$ cat config.mk
export PLATFORM = sky130hd
export DESIGN_NAME = pipe_stall_ctrl
export DESIGN_NICKNAME = d
export VERILOG_FILES = /design/src/rtl/pipe_stall_ctrl.sv
export SDC_FILE = /design/constraint.sdc
export NUM_CORES = 1
export LEC_CHECK = 0
export BUFFER_PORTS_ARGS = -buffer_cell sky130_fd_sc_hd__buf_4
export CAP_MARGIN = 0
export CORE_UTILIZATION = 56
export DETAILED_ROUTE_END_ITERATION = 12
export PLACE_DENSITY = 0.85
export SLEW_MARGIN = 20
export SYNTH_ARGS = -nofsm -noshare
export SYNTH_HDL_FRONTEND = slang
export SYNTH_SLANG_ARGS = --single-unit
$ cat constraint.sdc
create_clock -name clk -period 3.5 [get_ports clk]
set_input_delay 0.175 -clock clk [delete_from_list [all_inputs] [get_ports clk]]
set_output_delay 0.175 -clock clk [all_outputs]
set_load 0.03 [all_outputs]
$ cat src/rtl/pipe_stall_ctrl.sv
// pipe_stall_ctrl: merges ID/MEM stall requests with a multi-cycle EX sequencer and counts stall cycles
// Ports:
//   clk, rst (async, active-low)
//   id_stall_req  - load-use hazard in ID
//   ex_mc_start   - EX holds a multi-cycle op; ex_mc_len (latency L) sampled with it
//   ex_mc_abort   - cancel of the multi-cycle op
//   mem_stall_req - data-memory wait state
//   ctrl_stall    - hold vector: bit0 PC, bit1 IF/ID, bit2 ID/EX, bit3 EX/MEM, bit4 MEM/WB, bit5 reserved
//   ex_mc_done    - multi-cycle result valid
//   mc_busy       - sequencer not idle
//   stall_cnt     - saturating count of cycles with the PC held
module pipe_stall_ctrl #(
  parameter int STALL_W = 6,
  parameter int CNT_W   = 6,
  parameter int PERF_W  = 16
) (
  input  logic               clk,
  input  logic               rst,
  input  logic               id_stall_req,
  input  logic               ex_mc_start,
  input  logic [CNT_W-1:0]   ex_mc_len,
  input  logic               ex_mc_abort,
  input  logic               mem_stall_req,
  output logic [STALL_W-1:0] ctrl_stall,
  output logic               ex_mc_done,
  output logic               mc_busy,
  output logic [PERF_W-1:0]  stall_cnt
);
  typedef enum logic [1:0] {IDLE, BUSY, DONE} state_t;
  state_t state_q, state_d;
  logic [CNT_W-1:0] cnt_q, cnt_d;
  logic ex_stall;
  always_ff @(posedge clk or negedge rst) begin
    if (!rst) begin
      state_q   <= IDLE;
      cnt_q     <= '0;
      stall_cnt <= '0;
    end else begin
      state_q <= state_d;
      cnt_q   <= cnt_d;
      if (ctrl_stall[0] && !(&stall_cnt)) stall_cnt <= stall_cnt + 1'b1;
    end
  end
  // The unit keeps counting through MEM wait states; only DONE waits on MEM so the result is not lost.
  always_comb begin
    state_d = state_q;
    cnt_d   = cnt_q;
    case (state_q)
      IDLE: if (ex_mc_start && !ex_mc_abort) begin
        state_d = (ex_mc_len == '0) ? DONE : BUSY;
        cnt_d   = ex_mc_len;
      end
      BUSY: begin
        cnt_d   = ex_mc_abort ? '0 : cnt_q - 1'b1;
        state_d = ex_mc_abort ? IDLE : (cnt_q == CNT_W'(1)) ? DONE : BUSY;
      end
      DONE: state_d = (ex_mc_abort || !mem_stall_req) ? IDLE : DONE;
      default: state_d = IDLE;
    endcase
  end
  assign ex_stall   = !ex_mc_abort && ((state_q == IDLE && ex_mc_start) || state_q == BUSY);
  // Requests are masked while reset is held so the pipeline sees no stall.
  assign ctrl_stall = !rst          ? '0 :
                      mem_stall_req ? STALL_W'(5'b11111) :
                      ex_stall      ? STALL_W'(4'b1111) :
                      id_stall_req  ? STALL_W'(3'b111) : '0;
  assign ex_mc_done = (state_q == DONE);
  assign mc_busy    = (state_q != IDLE);
endmodule
# --- Word-level counts from Yosys, hierarchy flattened ---
# Index checks and enable logic that the tools add are counted.
word_totals:
  regBits: 24
  output_inout_bits: 24
  elab_cells: 37
classes:
  addsub: 2
  n_eq_ne: 4
  muxes: 13
  reduce_logical: 15
op_table:
  columns: ["operator", "count"]
  rows:
  - ["adder 16 x 1 -> 16 bit, second input constant", 1]
  - ["AND reduction 16 bit", 1]
  - ["two-way mux 6 bit", 2]
  - ["case mux 6 bit (2 select lines)", 1]
  - ["two-way mux 2 bit", 5]
  - ["two-way mux 5 bit", 2]
  - ["== test 6 x 1 -> 1 bit, second input constant", 1]
  - ["zero test 6 bit", 1]
  - ["case mux 2 bit (3 select lines)", 1]
  - ["subtractor 6 x 1 -> 6 bit, second input constant", 1]
  - ["logical AND 1 bit", 4]
  - ["two-way mux 4 bit", 1]
  - ["nonzero test 2 bit", 2]
  - ["zero test 1 bit", 3]
  - ["two-way mux 3 bit", 1]
  - ["== test 2 x 1 -> 1 bit, second input constant", 1]
  - ["== test 2 bit, second input constant", 1]
  - ["zero test 2 bit", 1]
  - ["logical OR 1 bit", 2]
  - ["inequality test 2 bit, second input constant", 1]
  - ["AND reduction 2 bit", 1]

# --- Logic depth before layout (Yosys ltp) ---
logic_depth:
  depth_word: 8
  depth_mapped: 6

# --- Least setup slack after synthesis ---
# No wires, ideal clock.
synth_path:
  path_kind: "register -> register"
  from: "register stall_cnt[4]"
  to: "register stall_cnt[1]"
  setup_time_ps: 125
  arrival_time_ps: 1631
  required_time_ps: 3375
  setup_slack_ps: 1744
  path_stages_with_launch: 5
  path_buffers: 0
  cell_sequence: "dfrtp_1 nand4_1 nor4_4 nor3b_2 mux2_4"
synth_via:
  elab_chain_cells: 3
synth_lines:
  columns: ["item", "line_no", "source"]
  rows:
  - ["start, declared", "27", "output logic [PERF_W-1:0] stall_cnt"]
  - ["start signal, assigned", "41", "if (ctrl_stall[0] && !(&stall_cnt)) stall_cnt <= stall_cnt + 1'b1;"]
  - ["AND reduction 16 bit", "41", null]
  - ["zero test 1 bit", "41", null]
  - ["logical AND 1 bit", "41", null]
# Every way passes these cells.
# A chain may end at the register's enable or synchronous reset.

# --- Worst setup path after layout ---
layout_path:
  from: "register state_q[1]"
  to: "output port ctrl_stall[1]"
layout_via:
  elab_chain_cells: 7
  elab_cells_between_ends: 8
  classes_between: "1 x eq/ne; 3 x mux; 4 x reduce/logical"
layout_lines:
  columns: ["item", "line_no", "source"]
  rows:
  - ["start, declared", "30", "state_t state_q, state_d;"]
  - ["start signal, assigned", "39", "state_q <= state_d;"]
  - ["zero test 2 bit", "61", "assign ex_stall = !ex_mc_abort && ((state_q == IDLE && ex_mc_start) || state_q == BUSY);"]
  - ["logical AND 1 bit", "61", null]
  - ["logical OR 1 bit (*)", "61", null]
  - ["logical AND 1 bit (*)", "61", null]
  - ["two-way mux 4 bit (*)", "65", "ex_stall ? STALL_W'(4'b1111) :"]
  - ["two-way mux 5 bit (*)", "64", "mem_stall_req ? STALL_W'(5'b11111) :"]
  - ["two-way mux 5 bit (*)", "63", "assign ctrl_stall = !rst ? '0 :"]
  - ["end, declared", "24", "output logic [STALL_W-1:0] ctrl_stall,"]
# Every way passes the cells marked *; elsewhere a longest branch is shown, timed or not.

==> impl_results.md <==
- Peak clock frequency supported by timing: 0.5383 GHz
- Maximum Capacitance Violations: 0
- Post-CTS clock slew at the launch and capture registers of the worst setup and hold paths: 0.14 ns
- Synthesis-to-layout area growth: 23.41%
- Relative slew slack: 49.60%
- Wire length reported by the detailed router: 3.202 mm
- Total Neg Setup Slack: 0 ns
- Lkg Pwr: 0.0007708 µW
- Critical Path, Cell by Cell: o31a_4 -> and2b_1 -> buf_4
- Proportion of layout cells with a drive suffix above 1: between 20% and 30%
- Leading area contributor after synthesis: dfrtp_1
- Main flop type after synthesis: dfrtp_1
- Tmin final: 1.858 ns
- Most frequently used cell type in the post-synthesis netlist: dfrtp_1
- DR vias: 1164
- Maximum number of buffers from clock root to sink: 2
- CTS tree: built
- Commonest cells in the netlist: 24 x dfrtp_1, 12 x xnor2_1, 11 x nand2_1, 9 x nand4_1, 9 x nor2_1
- Wire length per cell: 15.85 µm
- Setup repair after global routing missed its margin: no
- DRC violation total after the first TritonRoute iteration: 33
- Final Hold Viols: 0
- Final setup viols: 0
- Floorplan die width: slightly above 50 µm
- # DRC: 0
- Critical path data arrival time: 1.68 ns
- Overall global routing resource usage: roughly 27%
- Vias in the first global route: 1129
- Post-synthesis cell count: 140
- Total global routing overflow: 0
- Number of antenna violations at the first check in global routing: 0
- Top post-synthesis cells by area: dfrtp_1 44%, xnor2_1 7.6%, nand4_1 4.1%
- Layout net count: 190
- Number of I/O port buffers: 34
- Register Area: 600.6 µm²
- I/O pins: 36
- Root Buffer: clkbuf_4
- Depth of the CTS H-tree: 1
- Average cell area after synthesis: ~9.8 µm²
- Flops & latches, synth: 24
- Die Ht: just over 50 µm
- Cts repair resizes: 0
- Count of flip-flops with a built-in enable after synthesis: 0
- Clock latency on the worst-skew pair: approximately 0.31 ns
- Period utilization: 53.07%
- Async S/R FF share, synth: 100.0%
- Result of the run: complete, no violations
- Placer Congestion: roughly 0.83
- Proportion of synthesized chip area in sequential cells: 43.56%
- Number of vias per cell after detailed routing: 5.762
- CP Class: reg -> out
- Total design power: 1141 µW
- Proportion of netlist area held by the largest area contributor: a little over two fifths
- Largest fanout of any net on the critical path: 6
- Critical path data required time: 3.32 ns
- Cell area after technology mapping: 0.001379 mm²
- Filler cell count in the final layout: 153
- Number of nets in the synthesized netlist: 155
- Starting Density: around three fifths
- Number of buffers created by CTS: 3
- Worst vdd ir: approximately 0.00069 V
- Slew of the pin with the lowest slew margin: 0.7544 ns
- Final Skew: 0.003796 ns
- Antenna-violating nets left: 0
- Die Area: 0.002665 mm²
- Placement Rows: 17
- Sum of net half-perimeters after detailed placement: 2.351 mm
- Max-slew violation count: 0
- Multi-input logic area: 737.0 µm²
- Drt first pass iters: 4
- Largest net degree at the start of global routing: 31
- Number of clock sinks: 24
- Yosys cell types: 38
- Antenna diodes: 0
- Delay of the slowest cell on the worst path: between 0.4 and 0.5 ns
- Nature of the critical path endpoint: output port
- Launching element type of the critical path: flop
- Std-Cell Core Area: 0.002276 mm²
- Global-route wire length before repair: 5.250 mm
- Hold WC Path Type: in -> reg
- Pwr Density: 670.7 mW/mm²
- Core occupancy in the finished layout: between 70% and 80%
- Syn. warnings: 0
- Critical path's slowest cell: dfrtp_1
-- through the flow --
| stage | std cells | hold slack (ns) | worst slack [ns] | cell area (µm²) |
|---|---|---|---|---|
| finish | 202 | 0.07336 | 1.642 | 1702 |
| global route | 202 | 0.07626 | 1.585 | 1702 |
| CTS | 202 | 0.06997 | 1.644 | 1702 |
| detailed placement | 197 | 0.1071 | 1.761 | 1639 |
| global placement | 197 | 0.1037 | 1.868 | 1639 |
| floorplan | 140 | -0.1206 | 1.744 | 1379 |
-- critical path: cells and delay by family, from the launching register on --
kind	cells	cell delay [ns]
AOI/OAI and AO/OA	1	0.40
buffers and inverters	1	0.20
DFF	1	0.45
and+or+nand+nor	1	0.31
-- metal layers --
metal	vias to the layer above	wire length, µm	GRT usage, %
met5	-	0	0
met4	0	24	7.658
met3	4	89	2.632
met2	28	1650	47.40
met1	564	1437	34.66
li1	568	-	-
-- cell usage in the layout, fill, tap and decap left out, types with 2 or more instances in the layout --
master	synthesis	layout
a21oi_1	6	6
o21ai_0	8	8
ha_1	3	3
nand2_1	11	11
xor2_1	3	3
inv_1	3	3
nand3_1	8	8
dfrtp_1	24	24
nor2_2	2	2
clkbuf_4	0	3
a22oi_1	4	4
and2_1	2	2
nor4_1	3	3
nor3_1	6	6
xnor2_1	12	12
and3_1	2	2
nor2_1	9	9
buf_4	3	34
and2b_2	2	2
nand4_1	9	9
-- layout make-up --
type | count | share of cell area [%]
clock buffers | 3 | 1.324
clock inverters | 1 | 1.765
inverters | 3 | 0.6618
multi-input cells | 108 | 43.31
flip-flops and latches | 24 | 35.29
well taps | 28 | 2.059
repair buffers | 35 | 15.59
-- final timing paths --
check                      depth (start not counted)             to  slack [ns]          start
max                                                3  ctrl_stall[1]        1.64     state_q[1]
min                                                2     state_q[1]        0.07    ex_mc_abort
max reg2reg                                        5   stall_cnt[1]        1.74   stall_cnt[0]
min reg2reg                                        1  stall_cnt[11]        0.53  stall_cnt[11]
max in group asynchronous                          2   stall_cnt[0]        2.94            rst
min in group asynchronous                          2       cnt_q[5]        0.30            rst
-- sequential cells by signal, summed over array words and instances, names as in the netlist --
| register | count |
|---|---|
| cnt_q | 6 |
| stall_cnt | 16 |
| state_q | 2 |
-- cell families after synthesis --
family | synth area share, %
flops | 43.56
fa+ha+maj | 2.723
simple gates | 27.31
buf+inv | 2.995
mux | 1.905
other cells | 0.2720
compound gates | 11.71
xor+xnor | 9.528
-- power by group --
part	leakage [µW]	total [µW]	internal, µW	switching [µW]
Sequential	0.000313	456	353	103
Combinational	0.000430	483	195	288
Clock	0.0000279	203	116	86.9
-- repair_timing --
| action | in CTS | in global routing |
|---|---|---|
| hold endpoints to repair | 24 | 0 |
| buffers inserted | 0 | 0 |
| hold buffers | 1 | 0 |
(Power assumes the default switching activity.)
